`src/rtl/obuffer4.sv`:
```
// obuffer4: de-skews one 4x4 tile of MAC-array lane results, packs each row to int8,
// and drains the tile as four addressed 32-bit words over a valid/ready port.
module obuffer4 #(
  parameter int AW  = 16,
  parameter bit SAT = 1'b1
) (
  input  logic            CLK,
  input  logic            RSTN,
  input  logic            CLR,
  input  logic [3:0]      ODST_i,
  input  logic [4*AW-1:0] ORES,
  input  logic [3:0]      ORES_VALID,
  output logic [31:0]     OWORD,
  output logic            OVALID,
  input  logic            OREADY,
  output logic [5:0]      OADDR,
  output logic            BUSY,
  output logic            DONE,
  output logic            OVF
);

  typedef enum logic [1:0] {IDLE, COLLECT, DRAIN} state_t;

  state_t          state_reg, state_next;
  logic [1:0]      rd_reg, rd_next;
  logic [3:0]      odst_reg;
  logic            done_reg, done_next;
  logic            ovf_reg, ovf_next;
  logic            can_capture, last_hs;
  logic [3:0]      lane_full_next;
  logic [3:0]      lane_drop;
  logic [3:0][7:0] row_bytes;

  assign can_capture = !CLR && (state_reg == IDLE || state_reg == COLLECT);
  assign last_hs     = (state_reg == DRAIN) && OREADY && (rd_reg == 2'd3);

  genvar gi;
  generate
    for (gi = 0; gi < 4; gi++) begin : g_lane
      localparam logic signed [AW-1:0] MAX8 = AW'(127);
      localparam logic signed [AW-1:0] MIN8 = AW'(-128);

      logic signed [AW-1:0] sample;
      logic [7:0]           sample8;
      logic [2:0]           wc_reg, wc_next;
      logic [7:0]           mem_reg [4];
      logic                 cap;

      assign sample = ORES[(4-gi)*AW-1 -: AW];

      // Conversion happens at write time so the drain path is a plain byte mux.
      always_comb begin
        sample8 = sample[7:0];
        if (SAT) begin
          if (sample > MAX8)      sample8 = 8'h7F;
          else if (sample < MIN8) sample8 = 8'h80;
        end
      end

      assign cap           = can_capture && ORES_VALID[gi] && (wc_reg < 3'd4);
      assign lane_drop[gi] = !CLR && ORES_VALID[gi] &&
                             ((state_reg == DRAIN) || (can_capture && wc_reg == 3'd4));

      always_comb begin
        wc_next = wc_reg;
        if (CLR || last_hs) wc_next = '0;
        else if (cap)       wc_next = wc_reg + 3'd1;
      end

      assign lane_full_next[gi] = (wc_next == 3'd4);

      always_ff @(posedge CLK or negedge RSTN) begin
        if (!RSTN) begin
          wc_reg <= '0;
          for (int i = 0; i < 4; i++) mem_reg[i] <= '0;
        end else begin
          wc_reg <= wc_next;
          if (cap) mem_reg[wc_reg[1:0]] <= sample8;
        end
      end

      // Lane 0 lands in the most significant byte of the packed row.
      assign row_bytes[3-gi] = mem_reg[rd_reg];
    end
  endgenerate

  always_comb begin
    state_next = state_reg;
    rd_next    = rd_reg;
    done_next  = 1'b0;
    ovf_next   = ovf_reg | (|lane_drop);
    case (state_reg)
      IDLE: begin
        if (|ORES_VALID) state_next = COLLECT;
      end
      COLLECT: begin
        if (&lane_full_next) begin
          state_next = DRAIN;
          rd_next    = 2'd0;
        end
      end
      DRAIN: begin
        if (OREADY) begin
          rd_next = rd_reg + 2'd1;
          if (rd_reg == 2'd3) begin
            state_next = IDLE;
            done_next  = 1'b1;
          end
        end
      end
      default: state_next = IDLE;
    endcase
    if (CLR) begin
      state_next = IDLE;
      rd_next    = 2'd0;
      done_next  = 1'b0;
      ovf_next   = 1'b0;
    end
  end

  always_ff @(posedge CLK or negedge RSTN) begin
    if (!RSTN) begin
      state_reg <= IDLE;
      rd_reg    <= '0;
      odst_reg  <= '0;
      done_reg  <= 1'b0;
      ovf_reg   <= 1'b0;
    end else begin
      state_reg <= state_next;
      rd_reg    <= rd_next;
      done_reg  <= done_next;
      ovf_reg   <= ovf_next;
      if (!CLR && state_reg == IDLE && (|ORES_VALID)) odst_reg <= ODST_i;
    end
  end

  assign OWORD  = row_bytes;
  assign OADDR  = {odst_reg, rd_reg};
  assign OVALID = (state_reg == DRAIN);
  assign BUSY   = (state_reg != IDLE);
  assign DONE   = done_reg;
  assign OVF    = ovf_reg;

endmodule
```
`config.mk`:
```
export PLATFORM = sky130hd
export DESIGN_NAME = obuffer4
export DESIGN_NICKNAME = d
export VERILOG_FILES = /design/src/rtl/obuffer4.sv
export SDC_FILE = /design/constraint.sdc
export NUM_CORES = 1
export LEC_CHECK = 0
export BUFFER_PORTS_ARGS = -buffer_cell sky130_fd_sc_hd__buf_2
export CORE_MARGIN = 1.5
export CORE_UTILIZATION = 40
export CTS_CLUSTER_SIZE = 16
export DETAILED_ROUTE_END_ITERATION = 7
export PLACE_DENSITY = 0.65
export SKIP_CTS_REPAIR_TIMING = 1
export SYNTH_ARGS = -nofsm -noshare
export SYNTH_HDL_FRONTEND = slang
export SYNTH_SLANG_ARGS = --single-unit
export TNS_END_PERCENT = 5
```
`constraint.sdc`:
```
create_clock -name CLK -period 2.2 [get_ports CLK]
set_input_delay 0.33 -clock CLK [delete_from_list [all_inputs] [get_ports CLK]]
set_output_delay 0.33 -clock CLK [all_outputs]
set_load 0.05 [all_outputs]
```
Yosys cells after proc, flatten, opt, wreduce, memory -nomap -nowiden --
Cells that the tools add are included.
Storage, ports and cells: register bits after elaboration 150, input port bits 76, output and inout bits 42, logic and storage cells 171
Operators by class: $add $sub $neg 5, order comparisons 21, equal/unequal tests 15, muxes and demuxes 55, bitwise logic cells 6, reductions and logical operators 44
Operators with widths (number):
- $mux 8 | 20
- $bwmux 32 | 4
- $bmux 8 s2 | 4
- $demux 8 s2 | 4
- $gt 16x8->1 const B | 4
- $lt 16x8->1 const B | 4
- $logic_and 1x1->1 | 29
- $eq 3x3->1 const B | 8
- $mux 3 | 8
- $mux 2 | 8
- $ge 3x3->1 const B | 5
- $not 2->3 | 5
- $add 3x1->3 const B | 4
- $lt 3x1->1 const B | 4
- $lt 3x3->1 const B | 4
- $ne 3x2->1 const B | 3
- $reduce_and 4->1 | 2
- $reduce_or 4->1 | 2
- $logic_or 1x1->1 | 6
- $pmux 2 s3 | 1
- $mux 1 | 5
- $eq 2x2->1 const B | 2
- $pmux 2 s2 | 1
- $ne 3x3->1 const B | 1
- other kinds (8) | 8

Longest topological paths before layout --
Gate-level depths: netlist of the first run.
depth in word-level cells 12, gate-level depth with buffers 7, depth with buffers taken out 7

Least setup slack after synthesis of the first run --
Ideal clock, no wire load.
kind reg2out, start register rd_reg[0], end output OWORD[0], arrival 2.237 ns, required time 1.870 ns, setup slack -0.367 ns, stages on the path, launching flop included 4, path buffers 2, cells stage by stage dfrtp_1 -> clkbuf_1 -> buf_1 -> mux4_2
Between the ends: word-level cells in the longest chain between the ends 4
RTL lines:
- start: declaration | RTL line 25 | logic [1:0] rd_reg, rd_next;
- start signal: assignment | RTL line 130 | rd_reg <= rd_next;
- $not 2->3 (not written as such) | RTL line 83 | assign row_bytes[3-gi] = mem_reg[rd_reg];
- $bmux 8 s2 | RTL line 83
- $mux 8 (not written as such) (2 in series) | RTL line 83
- end: declaration | RTL line 13 | output logic [31:0] OWORD,
No other way between the ends. The select of a mux whose other input is x is not followed.

Worst setup path after layout of the first run --
start register rd_reg[0], end output OWORD[11]
Same word-level chain as after synthesis.

==> impl_metrics.csv, run 1 <==
group,metric,value,unit
power,p_int,5.64,mW
timing,timing.hold.ws,138,ps
power,power_leakage,3.95,nW
critical_path,worstSetupPathType,"flop to primary output",
synth,synth_compound_area_frac,0.123,
detailed_routing,vias,5096,
detailed_routing,routedWlPerCell,15.4,µm
power,power_frac_comb,0.196,
place,dp_hpwl,10800,µm
global_routing,grt.overflow.total,0,
timing,setup_violations,2,
critical_path,crit_required,1870,ps
synth,syn_avg_cell_area,11.1,µm²
synth,yosys.area_share.simple,0.127,
synth,synthCells,629,
timing,timing.final.crit_share,1.00,
synth,synth_fp_nets,722,
layout,layout-drive-gt1-share,0.303,
critical_path,crit_path_max_incr_delay,540,ps
timing,fin_skew,9.93,ps
critical_path,cp_top_family,"multiplexers",
timing,slew_headroom,0.606,
synth,synth_adder_area_share,0.0304,
die,die-width,135,µm
synth,yosysWarnings,0,
critical_path,cp_num_buf_inv,2,
detailed_routing,ant_nets,0,
global_routing,grt_max_degree,49,
critical_path,endpoint_kind,"primary output",
synth,synthArstFlopShare,1.00,
status,violations,"negative setup slack",
critical_path,cp_slowest_cell,"mux4_2",
timing,setup-tns-final,-2.38,ps
layout,nets,855,
power,power.density,933,nW/µm²
timing,hold_viol,0,
status,status,"finished with violations",
clock_tree,clockBufferDepth,2,
power,p_sw_frac,0.297,
clock_tree,clock-root-buffer,"clkbuf_16",
detailed_routing,first_pass_iters,4,
layout,syn_to_final_growth,23.1,%
detailed_routing,viasPerCell,5.10,
layout,final_core_util,0.501,
clock_tree,cts_tree,"yes",
power,total_power,8.03,mW
flow_run,drv_cap,0,
timing,timing.final.ws_setup,-1.81,ps
die,start_util,0.407,
die,die_height,135,µm
critical_path,worstPathCellList,"buf_12, mux4_2, buf_2",
synth,syn_area,6990,µm²
place,place_area,7980,µm²
detailed_routing,drtIter0Drc,266,
timing,finalMaxSlewViolations,0,
layout,finalNonFillerCells,1000,
clock_tree,insertion_delay,420,ps
die,core,17200,µm²
synth,ys_seq_area_frac,0.537,
clock_tree,cts_max_level,4,
layout,layout_commonest_cell,"dfrtp_1",
power,pwr-share-clk,0.371,
layout,largest_reg_flops,128,
layout,finish.instance_area,8600,µm²
place,post-place-ws,157,ps
global_routing,grt_pass1_vias,5102,
synth,synth-seq-cells,150,
timing,tightest_slew,590,ps
synth,ys_types,38,
global_routing,grt_pass1_wl,25900,µm
detailed_routing,post-route-drc-count,0,
power,vdd_ir_drop_max,0.614,mV
clock_tree,cts.clk_slew.worst_paths,60,ps
place,gp_routability_congestion,0.804,
clock_tree,clock-sinks,150,
clock_tree,numCtsBuffers,17,
critical_path,start_kind,"flop",
synth,synth_top_area_share,0.537,
die,io_pins,118,
power,p_switching,2.38,mW
worst_hold_path,hold_class,"primary input to flop",
synth,muxShareOfSynthArea,0.150,
synth,ys.flop_type,"dfrtp_1",
power,pwr-share-seq,0.433,
timing,fmax,454,MHz
critical_path,worst_ep_arrival_time,1870,ps
detailed_routing,wl,15400,µm
die,num_rows,48,
timing,rsz0062_at_grt,"yes",
synth,synthXorXnorAreaFrac,0.00626,
layout,layout_common_cells,"149 x dfrtp_1, 139 x o21ai_0, 125 x nand2_1",
place,io_buffers,117,
timing,min_period,2200,ps
synth,synth_top_family_by_area,"multiplexers",
die,die-area,18300,µm²
synth,yosysTopAreaCell,"dfrtp_1",
global_routing,antenna_found_initial,0,
place,dp.cells,967,
synth,synth.area.top_cells,"dfrtp_1 54%, mux4_2 10%, o21ai_0 10%",
synth,synth_edf_count,0,
critical_path,crit_path_max_fanout,20,
layout,num_antenna_cells,0,
global_routing,track_usage,0.182,
==> power groups by stage <==
stage	registers [mW]	logic, mW	clock network [mW]
finish	3.48	1.57	2.98
global route	3.54	1.73	3.15
CTS	3.48	1.58	3.05
detailed placement	3.53	1.58	0
global placement	3.51	1.54	0
floorplan	3.51	1.09	0
==> cells in the mapped netlist, types with 4 or more instances <==
cell      count
a21oi_1       9
a31oi_1       5
clkbuf_1     23
dfrtp_1     150
ha_1         17
inv_1        17
mux2_2       20
mux2i_1      10
mux4_2       32
nand2_1     125
nand4_1       8
nor2_1       24
nor4_1       11
nor4b_4       4
o21ai_0     139
xnor2_1       4
==> metal layers <==
| layer | global-route usage | share of wire | up-vias |
|---|---|---|---|
| met2 | 0.294 | 0.48 | 109 |
| met3 | 0.0441 | 0.043 | 21 |
| met1 | 0.244 | 0.46 | 2460 |
| met4 | 0.0556 | 0.014 | 0 |
| li1 | - | - | 2506 |
| met5 | 0 | 0 | - |
==> cell families after synthesis <==
logic type,Yosys count
AO/OA/AOI/OAI,160
adder cells (fa/ha/maj),17
XOR/XNOR,5
flip-flops,150
multiplexers,62
AND/OR/NAND/NOR,189
buffers and inverters,46
==> final timing paths <==
kind	startpoint	to	slack, ps	depth (start not counted)
min	ODST_i[0]	odst_reg[0]	140	2
min reg2reg	g_lane[0].mem_reg[20]	g_lane[0].mem_reg[20]	470	2
max	rd_reg[0]	OWORD[11]	-2	3
min in group asynchronous	RSTN	g_lane[1].mem_reg[21]	390	2
max in group asynchronous	RSTN	rd_reg[0]	1190	3
max reg2reg	state_reg[1]	rd_reg[1]	200	5
==> worst reg2reg max path, delay by kind of cell, from the launching register on <==
kind,cells,cell delay (ps)
AOI/OAI and AO/OA,2,660
DFF,1,610
and+or+nand+nor,3,620
==> cell type report <==
type                    count  area (µm²)
flip-flops and latches    150        3750
clock buffers              20         457
clock inverters            12         153
inverters                  17        63.8
well taps                 225         282
repair buffers            143         846
multi-input cells         433        3050
fillers                  1581        8570
(Power assumes the default switching activity.)
==> inputs of run 2 (changes only) <==
==> constraint.sdc (replaced) <==
create_clock -name CLK -period 2.2 [get_ports CLK]
set_input_delay 0.11 -clock CLK [delete_from_list [all_inputs] [get_ports CLK]]
set_output_delay 0.11 -clock CLK [all_outputs]
set_load 0.05 [all_outputs]
==> impl_metrics.csv, run 2 (synthesized netlist as in run 1, its figures left out) <==
group,metric,value,unit
timing,timing.hold.ws,20.3,ps
layout,largest_reg_flops,128,
worst_hold_path,hold_start,"ORES[31]",
detailed_routing,wl,15600,µm
place,post-place-ws,177,ps
timing,timing.final.crit_share,0.951,
status,status,"completed",
place,dp_hpwl,10600,µm
critical_path,crit_path_max_fanout,23,
die,core,17200,µm²
timing,timing.final.ws_setup,108,ps
clock_tree,cts.clk_slew.worst_paths,60,ps
place,gp_routability_congestion,0.775,
die,die-area,18300,µm²
critical_path,worst_ep_arrival_time,1980,ps
clock_tree,cts_tree,"yes",
global_routing,grt_pass1_wl,25800,µm
clock_tree,cts_max_level,4,
timing,fmax,478,MHz
detailed_routing,vias,5127,
detailed_routing,first_pass_iters,4,
timing,rsz0062_at_grt,"no",
clock_tree,insertion_delay,430,ps
timing,tightest_slew,626,ps
flow_run,drv_cap,0,
global_routing,grt_max_degree,59,
die,die_height,135,µm
worst_hold_path,hold_class,"primary input to flop",
critical_path,endpoint_kind,"primary output",
place,io_buffers,117,
layout,layout_common_cells,"149 x dfrtp_1, 139 x o21ai_0, 125 x nand2_1",
critical_path,crit_required,2090,ps
layout,nFillCells,1581,
timing,hold_viol,0,
timing,min_period,2090,ps
critical_path,cp_slowest_cell,"mux4_2",
detailed_routing,post-route-drc-count,0,
critical_path,reg2reg_depth,6,
layout,num_antenna_cells,0,
timing,setup_violations,0,
die,die-width,135,µm
detailed_routing,ant_nets,0,
global_routing,grt_pass1_vias,5090,
global_routing,grt.overflow.total,0,
power,power.density,939,nW/µm²
timing,fin_skew,9.63,ps
critical_path,worstSetupPathType,"flop to primary output",
power,vdd_ir_drop_max,0.710,mV
critical_path,r2r_slack,160,ps
critical_path,reg2reg_from,"state_reg[1]",
die,num_rows,48,
layout,nets,857,
timing,slew_headroom,0.583,
worst_hold_path,whs_endpoint,"g_lane[2].mem_reg[23]",
layout,seqCellArea,3750,µm²
clock_tree,clock-root-buffer,"clkbuf_16",
critical_path,rr_endpoint,"rd_reg[1]",
global_routing,antenna_found_initial,0,
layout,layout-drive-gt1-share,0.298,
global_routing,track_usage,0.183,
power,power_leakage,3.96,nW
detailed_routing,routedWlPerCell,15.6,µm
layout,layout_commonest_cell,"dfrtp_1",
worst_hold_path,hold_depth,2,
critical_path,worstPathCellList,"buf_6, mux4_2, buf_2",
die,start_util,0.407,
timing,finalMaxSlewViolations,0,
layout,syn_to_final_growth,23.1,%
detailed_routing,drtIter0Drc,251,
die,io_pins,118,
layout,multiInputGateArea,3050,µm²
critical_path,crit_path_max_incr_delay,580,ps
clock_tree,clock-sinks,150,
critical_path,start_kind,"flop",
clock_tree,numCtsBuffers,17,
detailed_routing,viasPerCell,5.12,
clock_tree,clockBufferDepth,2,
-- run 2: changes by cell type in the layout (fill, tap and decap cells not counted), sizes merged --
cell,before,now
bufinv,3,4
dlygate4sd3,1,6
clkinv,5,8
clkbuf,20,18
buf,142,139
clkinvlp,4,1
-- run 2: metrics by stage --
stage                     setup TNS, ps  instance area (µm²)  total power, mW  std cells  utilization
after global routing                  0                 8600             8.49       1001        0.501
after floorplan                       0                 6990             4.60        629            -
final                                 0                 8600             8.08       1001        0.501
after global placement                0                 7930             5.05        964        0.462
after CTS                          -351                 8540             8.16        995        0.497
after detailed placement              0                 7930             5.10        964        0.462
-- run 2: how the worst max path moves through the flow --
stage                            start         to
after floorplan              rd_reg[0]  OWORD[10]
after global placement    state_reg[1]  rd_reg[1]
after detailed placement  state_reg[1]  rd_reg[1]
after CTS                    rd_reg[0]   OWORD[8]
after global routing         rd_reg[0]  OWORD[22]
final                        rd_reg[0]  OWORD[22]
-- run 2: area by class of cell --
| class | count | share of cell area |
|---|---|---|
| inverter | 17 | 0.00742 |
| tap | 225 | 0.0327 |
| sequential | 150 | 0.436 |
| clock inverter | 13 | 0.0212 |
| clock buffer | 18 | 0.0499 |
| multi-input combinational | 433 | 0.354 |
| timing repair buffer | 145 | 0.0983 |
-- run 2: critical path: cells and delay by family (launching register included) --
| kind | cells | cell delay [ps] |
|---|---|---|
| multiplexers | 1 | 580 |
| flip-flops | 1 | 390 |
| buffers and inverters | 2 | 550 |
-- run 2: power breakdown --
part | internal [mW] | total, mW | leakage, nW | switching (mW)
logic | 0.574 | 1.57 | 1.72 | 0.999
registers | 3.23 | 3.47 | 1.94 | 0.241
clock network | 1.89 | 3.03 | 0.299 | 1.15
total | 5.69 | 8.08 | 3.96 | 2.39
-- run 2: routing by layer --
metal | track usage | wire [µm]
met3 | 0.0531 | 624
met4 | 0.0484 | 174
met5 | 0 | 0
met1 | 0.231 | 7010
met2 | 0.310 | 7830
